## src/rtl/sw_src_pkg.sv

```systemverilog
// Shared defaults and state encoding for the switch-word source.
package sw_src_pkg;
  localparam int DATA_W_DEF   = 16;
  localparam int DEBOUNCE_DEF = 50000;
  localparam int CNT_W_DEF    = 16;

  typedef enum logic {
    IDLE = 1'b0,
    HOLD = 1'b1
  } state_t;
endpackage

```

## src/rtl/btn_debounce.sv

```systemverilog
// Generic push-button conditioner: 2-flop sync, stable-period debounce and
// a one-cycle pulse on each debounced 0->1 transition.
module btn_debounce
  import sw_src_pkg::*;
#(
  parameter int DEBOUNCE_CYCLES = DEBOUNCE_DEF,
  parameter int CNT_W           = CNT_W_DEF
) (
  input  logic clk,
  input  logic rst,
  input  logic raw,
  output logic press
);
  localparam logic [CNT_W-1:0] CNT_LAST = CNT_W'(DEBOUNCE_CYCLES - 1);

  logic [1:0]       sync;
  logic [1:0]       fill;
  logic             raw_s;
  logic             level;
  logic             level_q;
  logic             armed;
  logic [CNT_W-1:0] cnt;

  assign raw_s = sync[1];

  // Two-flop synchronizer; fill marks when sync[1] holds a real sample again.
  always_ff @(posedge clk) begin
    if (rst) begin
      sync <= '0;
      fill <= '0;
    end else begin
      sync <= {sync[0], raw};
      fill <= {fill[0], 1'b1};
    end
  end

  // Level follows the synced input only after it has differed for a full window.
  always_ff @(posedge clk) begin
    if (rst) begin
      cnt   <= '0;
      level <= 1'b0;
    end else if (raw_s == level) begin
      cnt <= '0;
    end else if (cnt == CNT_LAST) begin
      level <= raw_s;
      cnt   <= '0;
    end else begin
      cnt <= cnt + 1'b1;
    end
  end

  // A button held through reset would otherwise look like a fresh press, so
  // rises only count once the key has been seen released after reset.
  always_ff @(posedge clk) begin
    if (rst) begin
      level_q <= 1'b0;
      armed   <= 1'b0;
    end else begin
      level_q <= level;
      if (fill[1] && !raw_s && !level)
        armed <= 1'b1;
    end
  end

  assign press = level & ~level_q & armed;
endmodule

```

## src/rtl/sw_word_source.sv

```systemverilog
// Captures the slide switches on a debounced key press and offers the word
// downstream over valid/ready; flags presses lost while a word is pending.
module sw_word_source
  import sw_src_pkg::*;
#(
  parameter int DATA_W          = DATA_W_DEF,
  parameter int DEBOUNCE_CYCLES = DEBOUNCE_DEF,
  parameter int CNT_W           = CNT_W_DEF
) (
  input  logic              clk,
  input  logic              rst,
  input  logic              btn,
  input  logic [DATA_W-1:0] sw,
  output logic [DATA_W-1:0] dout,
  output logic              dout_valid,
  input  logic              dout_ready,
  output logic              overrun
);
  logic [DATA_W-1:0] sw_m;
  logic [DATA_W-1:0] sw_s;
  logic              press;

  state_t            state;
  state_t            state_nx;
  logic [DATA_W-1:0] dout_nx;
  logic              valid_nx;
  logic              overrun_nx;

  btn_debounce #(
    .DEBOUNCE_CYCLES (DEBOUNCE_CYCLES),
    .CNT_W           (CNT_W)
  ) u_btn (
    .clk   (clk),
    .rst   (rst),
    .raw   (btn),
    .press (press)
  );

  // Two-flop synchronizer on every switch bit.
  always_ff @(posedge clk) begin
    if (rst) begin
      sw_m <= '0;
      sw_s <= '0;
    end else begin
      sw_m <= sw;
      sw_s <= sw_m;
    end
  end

  // Next-state logic: capture on press, release on transfer, flag lost presses.
  always_comb begin
    state_nx   = state;
    dout_nx    = dout;
    valid_nx   = dout_valid;
    overrun_nx = overrun;
    case (state)
      IDLE: begin
        if (press) begin
          dout_nx  = sw_s;
          valid_nx = 1'b1;
          state_nx = HOLD;
        end
      end
      HOLD: begin
        if (dout_ready && press) begin
          dout_nx = sw_s;
        end else if (dout_ready) begin
          valid_nx = 1'b0;
          state_nx = IDLE;
        end else if (press) begin
          overrun_nx = 1'b1;
        end
      end
      default: begin
        state_nx = IDLE;
        valid_nx = 1'b0;
      end
    endcase
  end

  // Output and state registers.
  always_ff @(posedge clk) begin
    if (rst) begin
      state      <= IDLE;
      dout       <= '0;
      dout_valid <= 1'b0;
      overrun    <= 1'b0;
    end else begin
      state      <= state_nx;
      dout       <= dout_nx;
      dout_valid <= valid_nx;
      overrun    <= overrun_nx;
    end
  end
endmodule

```

## config.mk

```make
export PLATFORM = sky130hd
export DESIGN_NAME = sw_word_source
export DESIGN_NICKNAME = d
export VERILOG_FILES = /design/src/rtl/sw_src_pkg.sv /design/src/rtl/btn_debounce.sv /design/src/rtl/sw_word_source.sv
export SDC_FILE = /design/constraint.sdc
export NUM_CORES = 1
export LEC_CHECK = 0
export ABC_AREA = 0
export CORE_UTILIZATION = 30
export DETAILED_ROUTE_END_ITERATION = 8
export GPL_ROUTABILITY_DRIVEN = 0
export HOLD_SLACK_MARGIN = 0.06
export PLACE_DENSITY = 0.61
export SLEW_MARGIN = 25
export SYNTH_ARGS = -nofsm -noshare
export SYNTH_HDL_FRONTEND = slang
export SYNTH_SLANG_ARGS = --single-unit
export TNS_END_PERCENT = 20
```

## constraint.sdc

```tcl
create_clock -name clk -period 2 [get_ports clk]
set_input_delay 0.2 -clock clk [delete_from_list [all_inputs] [get_ports clk]]
set_output_delay 0.2 -clock clk [all_outputs]
set_load 0.005 [all_outputs]
```

==> Yosys cells after proc, flatten, opt, wreduce, memory -nomap -nowiden <==
Index checks and enable logic that the tools add are counted.
{ "word_totals": {"regBits": 74, "inputBits": 20, "output_inout_bits": 18, "elab_cells": 49} }
{ "op_classes": {"addsub": 1, "n_eq_ne": 6, "n_mux": 12, "bitwise_logic": 7, "n_reduce_logical": 10} }
{ "ops": {"columns": ["op", "n"], "rows": [
  ["16-bit two-way mux", 2],
  ["16-bit one-hot mux with 2 select lines", 1],
  ["16-bit by 1-bit adder with 16-bit output (second input constant)", 1],
  ["16-bit equality test (second input constant)", 1],
  ["1-bit two-way mux", 7],
  ["2-bit inequality test (second input constant)", 3],
  ["1-bit NOT", 5],
  ["1-bit one-hot mux with 2 select lines", 2],
  ["2-bit AND reduction", 2],
  ["4-bit AND reduction", 1],
  ["1-bit logical AND", 3],
  ["3-bit AND reduction", 1],
  ["3-bit OR reduction", 1],
  ["1-bit AND", 2],
  ["1-bit logical NOT", 2],
  ["2-bit by 1-bit inequality test with 1-bit output (second input constant)", 1],
  ["1-bit equality test", 1]
]} }

==> Depth between registers and ports, before layout <==
Gate-level depths: netlist (run 1).
{ "logic_depth": {"depth_word": 6, "ltp_mapped": 6, "mapped_depth_nobuf": 5} }

==> By module <==
A second synthesis (run 1) with hierarchy kept.
{ "hier_totals": {"cells_unflattened": 250, "hier_area_um2": 2566.2} }
{ "by_module_without_submodules": {"columns": ["module", "instances", "cells_each", "area_each_um2", "seq_area_each_um2"], "rows": [
  ["sw_word_source", 1, 151, 1616.6, 1021.0],
  ["btn_debounce", 1, 99, 949.7, 460.4]
]} }

==> Worst setup path after synthesis (run 1) <==
Ideal clock, no wire load.
{ "synth_timing": {"kind": "register to register", "from": "reg u_btn.cnt[0]", "to": "reg u_btn.cnt[10]", "setup_ns": 0.117, "arrival_time_ns": 1.412, "required_time_ns": 1.883, "slack_ns": 0.470, "stages_incl_launch_ff": 7, "n_path_buf": 1, "period_less_slack_ns": 1.530, "cell_sequence": "dfxtp_1 ha_1 nand3_1 nand4b_1 nand2_1 buf_2 nor2_1"} }
{ "synth_between": {"elab_chain_len": 2, "elab_cells_between_ends": 3, "classes_between": "add/sub: 1; eq/ne: 1; reduce/logical: 1"} }
{ "synth_lines": {"columns": ["item", "line", "source"], "rows": [
  ["start: declaration", "btn_debounce.sv:22", "logic [CNT_W-1:0] cnt;"],
  ["start signal: assignment", "btn_debounce.sv:48", "cnt <= cnt + 1'b1;"],
  ["parallel branches: the longest is 2 deep, another holds 16-bit by 1-bit adder with 16-bit output", null, null]
]} }
Several ways; the timed one is not identified.
A chain may end at the register's enable or synchronous reset.

==> Final worst setup path (run 1) <==
{ "layout_timing": {"from": "reg u_btn.cnt[0]", "to": "reg u_btn.cnt[12]"} }
Same word-level chain as after synthesis.

==> results of run 1 <==
per-stage QoR:
step           hold slack [ns]  area [µm²]  cells  power, mW  utilization (%)
6_report                 0.238        3130    379       2.79             40.1
3_5_place_dp             0.423        2930    363       1.63             37.5
5_1_grt                  0.240        3130    379       2.92             40.1
3_3_place_gp             0.417        2930    363       1.63             37.5
2_1_floorplan            0.315        2440    229       1.59                -
4_1_cts                  0.231        3130    379       2.84             40.1
metal layers:
layer	global-route usage, %	up-vias	wire, µm
met5	0	-	0
met4	6.25	0	101
met3	4.23	12	175
met2	14.7	30	1650
met1	12.0	715	1880
li1	-	836	-
cell usage after synthesis, types with 3 or more instances:
master,n
nor3_1,4
xor2_1,4
dfxtp_1,74
nand4_1,3
xnor2_1,10
clkbuf_1,4
a21oi_1,3
nand2_1,5
nor2b_1,37
nor2_1,39
nand3_1,4
mux2i_1,17
cell type report:
class                           count  area (µm²)
Inverter                            2        7.51
Tap cell                          102         128
Fill cell                         759        4670
Timing Repair Buffer               41         395
Multi-Input combinational cell    144         913
Clock buffer                        9         124
Clock inverter                      7        83.8
Sequential cell                    74        1480
power by group through the flow:
stage | sequential, mW | clock, mW | combinational (mW)
floorplan | 1.55 | 0 | 0.0416
global placement | 1.55 | 0 | 0.0830
detailed placement | 1.55 | 0 | 0.0832
CTS | 1.52 | 1.24 | 0.0835
global route | 1.52 | 1.31 | 0.0924
finish | 1.52 | 1.19 | 0.0818
cell families (layout without fill, tap and decap cells):
group | after synthesis | after routing | synth area share [%]
xor gates and xnor gates | 14 | 14 | 5.03
and+or+nand+nor | 106 | 106 | 23.2
AOI/OAI and AO/OA | 6 | 6 | 1.59
adders and majority gates | 1 | 1 | 0.513
muxes | 17 | 17 | 6.97
DFF | 74 | 74 | 60.7
buffers and inverters | 11 | 59 | 1.95
registers in the layout, summed over array words and instances (netlist names):
register	cells
dout	16
sw_m	16
sw_s	16
u_btn.cnt	16
u_btn.fill	2
u_btn.sync	2
dout_valid	1
overrun	1
state	1
u_btn.armed	1
u_btn.level	1
u_btn.level_q	1
final timing paths:
| kind | from | to |
|---|---|---|
| min | rst | u_btn.fill[0] |
| max reg2reg | u_btn.cnt[0] | u_btn.cnt[12] |
| min reg2reg | sw_m[9] | sw_s[9] |
| max | u_btn.cnt[0] | u_btn.cnt[12] |
==> results.json, run 1 <==
{
  "outcome": "complete, no violations",
  "worstHoldPathCells": 2,
  "synthCells": 229,
  "die_w_um": 92.2,
  "fin_nets": 293,
  "ff2ff_path_depth": 6,
  "rsz0062_at_grt": "no",
  "critical_path.startpoint_type": "flip-flop",
  "drive_gt1_share_pct": 8.66,
  "finalMaxSlewViolations": 0,
  "finalSetupViolations": 0,
  "fin_crit_sh_pct": 81.8,
  "pwr-share-comb_pct": 2.9,
  "finalSetupTns_ns": 0,
  "detail_route.wl_per_cell_um": 10.0,
  "clockRootBuffer": "clkbuf_8",
  "yosys.area.top_type": "dfxtp_1",
  "final_cell_mix": "dfxtp_1, nor2_1, nor2b_1, clkdlybuf4s50_1, mux2i_1",
  "p_sw_share_pct": 22.5,
  "crit_type": "flip-flop to flip-flop",
  "required_ns": 2.24,
  "place_hpwl_mm": 2.52,
  "async_flop_share_pct": 0,
  "synth.area.top_cells": "dfxtp_1, nor2b_1, mux2i_1, nor2_1, xnor2_1",
  "crit_family": "simple AND/OR/NAND/NOR gates",
  "worst_slack_ns": 0.365,
  "ant_nets": 0,
  "reg2reg_slack_ns": 0.36,
  "place.port_buffers": 37,
  "yosysTopAreaCellShare_pct": 60.7,
  "crit_buf_inv": 1,
  "finClkSkew_ns": 0.00915,
  "sequentialPowerShare_pct": 54.4,
  "relSlewSlack_pct": 73.3,
  "cap_viol_max_count": 0,
  "p_leak_nw": 1.09,
  "cts_setup_buffers": 0,
  "hold_class": "primary input to flip-flop",
  "wl_mm": 3.81,
  "grt-ovfl-total": 0,
  "synth_edf_count": 0,
  "p_sw_mw": 0.627,
  "internal_power_mw": 2.16,
  "cts.htree.levels": 3,
  "rows": 32,
  "grt_pass1_vias": 1412,
  "crit_arrival_ns": 1.87,
  "routed_via_density": 4.20,
  "path_cells": "ha_1, nand3_1, nand4b_1, nand2_1, buf_4, nor2_1",
  "drt_iter0_drc": 65,
  "ys_types": 32,
  "insertion_delay_ns": 0.34,
  "antenna_found_initial": 0,
  "synth_ff_type": "dfxtp_1",
  "tightest_slew_ns": 0.401,
  "cts_tree": "yes",
  "via_count": 1593,
  "diodes": 0,
  "die_y_um": 92.2,
  "dpl_worst_slack_ns": 0.348,
  "power_density_nw_per_um2": 890,
  "clkTransAtPathRegs_ns": 0.08,
  "peakVddDrop_v": 0.000398,
  "ys_warn_count": 0,
  "dieArea_um2": 8500,
  "crit_path_max_fanout": 15,
  "ios": 38,
  "grt_max_degree": 36,
  "syn_to_final_growth_pct": 28.4,
  "first_pass_iters": 4,
  "cts_sinks": 74,
  "critical-path-max-stage-delay_ns": 0.39,
  "cp_slowest_cell": "dfxtp_1",
  "hold_buffers": 0,
  "grt_pass1_wl_mm": 6.38,
  "finalCriticalPeriod_ns": 1.64,
  "synth_nets": 250,
  "ys_seq_area_share_pct": 60.7,
  "drc": 0,
  "grt_use_total_pct": 10.0,
  "yosys_register_bits": 74,
  "end_kind": "flip-flop",
  "hold_violations": 0,
  "cts_buffers": 9,
  "p_clk_share_pct": 42.7,
  "ctsResizeCount": 0,
  "netlist_area_um2": 2440,
  "crit_cells": 6,
  "start_util_pct": 31.3,
  "fmax_mhz": 612,
  "cts.path.max_buffers": 2,
  "core_um2": 7810,
  "post_synth.cell_area_avg_um2": 10.7,
  "final_common_cell": "dfxtp_1"
}
(Power assumes the default switching activity.)
==> inputs of run 2 (changes only) <==
- clock period: 2 -> 1.6 ns (I/O delays scaled with it)
==> run 2 against run 1 <==
Net effect: core utilization up 1.4 points; critical path type unchanged; clock skew up 0.00060 ns; sequential share of layout area shrank 1.5 points; sequential cell count unchanged; critical endpoint is now u_btn.cnt[15]; clock power grew 38%; cell area grew 3.4%; combinational power increased by 31%; hold slack got worse by 0.098 ns; critical path depth fell by 2.
==> results.json, run 2 (synthesized netlist as in run 1, its figures left out) <==
{
  "grt-ovfl-total": 0,
  "dpl_worst_slack_ns": 0.0325,
  "peakVddDrop_v": 0.000614,
  "met2_usage_pct": 16.5,
  "grt_pass1_vias": 1536,
  "fin_crit_sh_pct": 95.6,
  "crit_path_max_fanout": 4,
  "grt-busiest-layer": "met2",
  "grt_pass1_wl_mm": 6.67,
  "fin_nets": 302,
  "rsz0062_at_grt": "no",
  "fillers": 765,
  "wl_mm": 3.91,
  "ios": 38,
  "finalCriticalPeriod_ns": 1.53,
  "clockRootBuffer": "clkbuf_8",
  "cts_buffers": 9,
  "hold_ws_ns": 0.140,
  "crit_type": "flip-flop to flip-flop",
  "grt_use_total_pct": 10.3,
  "rows": 32,
  "outcome": "complete, no violations",
  "p_sw_mw": 0.750,
  "antenna_found_initial": 0,
  "cts.htree.levels": 3,
  "hold_buffers": 0,
  "p_clk_share_pct": 45.1,
  "place_hpwl_mm": 2.63,
  "start_util_pct": 31.3,
  "diodes": 0,
  "relSlewSlack_pct": 77.3,
  "use_met1_pct": 11.3,
  "ant_nets": 0,
  "p_sw_share_pct": 20.6,
  "critical-path-max-stage-delay_ns": 0.41,
  "routed_via_density": 4.16,
  "dieArea_um2": 8500,
  "p_total_mw": 3.64,
  "die_y_um": 92.2,
  "detail_route.wl_per_cell_um": 10.1,
  "tightest_slew_ns": 0.337,
  "p_leak_nw": 1.15,
  "insertion_delay_ns": 0.34,
  "fmax_mhz": 654,
  "pwr-share-comb_pct": 2.9,
  "required_ns": 1.87,
  "power_density_nw_per_um2": 1120,
  "cp_slowest_cell": "dfxtp_1",
  "finalSetupTns_ns": 0,
  "cts_sinks": 74,
  "worst_slack_ns": 0.0706,
  "final_cell_mix": "dfxtp_1, nor2_1, nor2b_1, clkdlybuf4s50_1, mux2i_1",
  "die_w_um": 92.2,
  "clkTransAtPathRegs_ns": 0.08,
  "grt_max_degree": 32,
  "internal_power_mw": 2.89,
  "finalMaxSlewViolations": 0,
  "finalSetupViolations": 0,
  "syn_to_final_growth_pct": 32.8,
  "drt_iter0_drc": 29,
  "drc": 0,
  "drive_gt1_share_pct": 12.6,
  "cts.path.max_buffers": 2,
  "first_pass_iters": 2,
  "crit_arrival_ns": 1.80,
  "cts_tree": "yes",
  "end_kind": "flip-flop",
  "hold_violations": 0,
  "sequentialPowerShare_pct": 52.0,
  "path_cells": "nand3_1, or3_1, or4_1, a21oi_1",
  "core_um2": 7810,
  "critical_path.startpoint_type": "flip-flop",
  "finClkSkew_ns": 0.00975,
  "final_common_cell": "dfxtp_1",
  "via_count": 1615,
  "use_met3_pct": 5.14,
  "place.port_buffers": 37,
  "hold_class": "primary input to flip-flop",
  "cap_viol_max_count": 0,
  "reg2reg_slack_ns": 0.07
}
==> run 2: worst paths after layout <==
| path | startpoint | endpoint | depth (start not counted) |
|---|---|---|---|
| max | u_btn.cnt[12] | u_btn.cnt[15] | 4 |
| min | rst | dout[12] | 2 |
| max reg2reg | u_btn.cnt[12] | u_btn.cnt[15] | 4 |
| min reg2reg | u_btn.fill[0] | u_btn.fill[1] | 1 |
==> run 2: layout make-up <==
| type | count | area (µm²) | share of cell area, % |
|---|---|---|---|
| multi-input cells | 144 | 925 | 28.5 |
| repair buffers | 50 | 463 | 14.3 |
| flip-flops and latches | 74 | 1480 | 45.8 |
| well taps | 102 | 128 | 3.94 |
| inverters | 2 | 7.51 | 0.232 |
| clock buffers | 10 | 138 | 4.25 |
| clock inverters | 6 | 96.3 | 2.97 |
==> run 2: timing repair <==
| action | in CTS | in global routing |
|---|---|---|
| setup endpoints to repair | 0 | 15 |
| setup buffers | 0 | 1 |
| resized for setup | 0 | 3 |
==> run 2: power by group through the flow <==
| stage | clock network (mW) | registers (mW) | logic, mW |
|---|---|---|---|
| after global placement | 0 | 1.94 | 0.107 |
| after detailed placement | 0 | 1.94 | 0.109 |
| after CTS | 1.70 | 1.89 | 0.109 |
| after global routing | 1.77 | 1.90 | 0.120 |
| final | 1.64 | 1.89 | 0.107 |
| after floorplan | 0 | 1.94 | 0.0520 |
==> run 2: worst max-delay path: cells and delay by family (launching register included) <==
kind | cells | cell delay (ns)
compound gates | 1 | 0.16
flops | 1 | 0.41
simple gates | 3 | 0.90
==> run 2: per-layer routing <==
metal / wire, µm / share of wire [%]
met1: 1820 / 46
met2: 1790 / 46
met3: 232 / 5.9
met4: 67 / 1.7
met5: 0 / 0
==> run 2: through the flow <==
step	area, µm²	cells	utilization, %
6_report	3240	388	41.5
5_1_grt	3240	388	41.5
4_1_cts	3220	387	41.2
3_5_place_dp	2990	371	38.2
3_3_place_gp	2990	371	38.2
2_1_floorplan	2440	229	-
==> inputs of run 3 (changes only) <==
- SETUP_SLACK_MARGIN: not set -> 0.02
==> run 3 against run 2 <==
Net effect: largest power group unchanged; cell area up 0.15%; sequential share of layout area about the same; critical path depth down 1; combinational power about the same; sequential power about the same; via count up 0.19%; core utilization up 0.064 points; sequential cell count unchanged; non-clock buffer count unchanged.
==> results.json, run 3 (synthesized netlist as in run 1, its figures left out) <==
{
  "hold_start": "rst",
  "ios": 38,
  "hold_class": "primary input to flip-flop",
  "tightest_slew_ns": 0.337,
  "start_util_pct": 31.3,
  "grt-ovfl-total": 0,
  "ff2ff_path_depth": 3,
  "core_um2": 7810,
  "final_common_cell": "dfxtp_1",
  "critical-path-max-stage-delay_ns": 0.55,
  "cts_tree": "yes",
  "finalMaxSlewViolations": 0,
  "ant_nets": 0,
  "path_cells": "nand4_2, or4_1, a21oi_1",
  "p_leak_nw": 1.15,
  "cts.htree.levels": 3,
  "power_density_nw_per_um2": 1120,
  "finalSetupTns_ns": 0,
  "dp.cells": 371,
  "grt_max_degree": 32,
  "relSlewSlack_pct": 77.3,
  "rows": 32,
  "routed_via_density": 4.17,
  "crit_type": "flip-flop to flip-flop",
  "fin_crit_sh_pct": 93.3,
  "finalCriticalPeriod_ns": 1.49,
  "antenna_found_initial": 0,
  "place_hpwl_mm": 2.63,
  "cts.path.max_buffers": 2,
  "dieArea_um2": 8500,
  "fin_nets": 302,
  "cts_buffers": 9,
  "peakVddDrop_v": 0.000614,
  "grt_use_total_pct": 10.3,
  "r2r-start": "u_btn.cnt[4]",
  "syn_to_final_growth_pct": 33.0,
  "detail_route.wl_per_cell_um": 10.1,
  "die_y_um": 92.2,
  "drive_gt1_share_pct": 13.6,
  "rsz0062_at_grt": "yes",
  "grt_pass1_vias": 1536,
  "fmax_mhz": 670,
  "crit_path_max_fanout": 9,
  "stdcell_count": 388,
  "required_ns": 1.87,
  "drt_iter0_drc": 30,
  "worstHoldPathCells": 2,
  "cts_sinks": 74,
  "insertion_delay_ns": 0.34,
  "critical_path.startpoint_type": "flip-flop",
  "final_cell_mix": "dfxtp_1, nor2_1, nor2b_1, clkdlybuf4s50_1, mux2i_1",
  "r2r_end": "u_btn.cnt[15]",
  "finalSetupViolations": 0,
  "die_w_um": 92.2,
  "clkTransAtPathRegs_ns": 0.08,
  "wl_mm": 3.92,
  "finClkSkew_ns": 0.00975,
  "place.port_buffers": 37,
  "diodes": 0,
  "min_to": "dout[12]",
  "drc": 0,
  "reg2reg_slack_ns": 0.11,
  "crit_arrival_ns": 1.76,
  "end_kind": "flip-flop",
  "via_count": 1618,
  "cap_viol_max_count": 0,
  "cp_slowest_cell": "or4_1",
  "grt_pass1_wl_mm": 6.67,
  "clockRootBuffer": "clkbuf_8",
  "outcome": "complete, no violations",
  "first_pass_iters": 3,
  "hold_violations": 0
}
run 3: per-layer routing:
layer	vias up	share of wire [%]	GRT usage (%)
met4	0	1.7	4.69
met3	6	5.8	5.14
met5	-	0	0
li1	855	-	-
met1	730	46	11.3
met2	27	46	16.5
run 3: how the worst max path moves through the flow:
stage	from	end	slack, ns	depth (start not counted)
floorplan	u_btn.cnt[0]	u_btn.cnt[10]	0.07	6
global placement	dout_ready	dout[13]	0.06	6
detailed placement	dout_ready	dout[0]	0.03	6
CTS	u_btn.cnt[9]	u_btn.cnt[15]	0.07	4
global route	u_btn.cnt[4]	u_btn.cnt[14]	0.02	4
finish	u_btn.cnt[4]	u_btn.cnt[15]	0.11	3
run 3: what timing repair did:
item,in CTS,in global routing
buffers inserted,0,1
setup endpoints to repair,0,15
resized for setup,0,6
hold buffers,0,0
run 3: stage by stage:
stage                     setup slack [ns]  total power, mW  hold slack [ns]  util [%]  cell area [µm²]
after floorplan                     0.0704             1.99            0.275         -             2440
after global placement              0.0634             2.04            0.417      38.2             2990
after detailed placement            0.0325             2.05            0.420      38.2             2990
after CTS                           0.0667             3.70            0.123      41.2             3220
after global routing                0.0179             3.79            0.127      41.6             3240
final                                0.107             3.64            0.140      41.6             3240
run 3: worst max-delay path: cells and delay by family (launching register included):
family	cells	cell delay [ns]
AO/OA/AOI/OAI	1	0.15
flip-flops	1	0.46
AND/OR/NAND/NOR	2	0.81
run 3: area by class of cell:
class	instances	area (µm²)
Inverter	2	7.51
Timing Repair Buffer	50	463
Clock buffer	10	138
Multi-Input combinational cell	144	927
Clock inverter	6	96.3
Tap cell	102	128
Fill cell	768	4560
Sequential cell	74	1490
run 3: where the power goes:
part	switching, mW	leakage, nW	internal (mW)	total, mW
logic	0.0384	0.427	0.0683	0.107
clock network	0.702	0.115	0.939	1.64
registers	0.00995	0.606	1.88	1.89
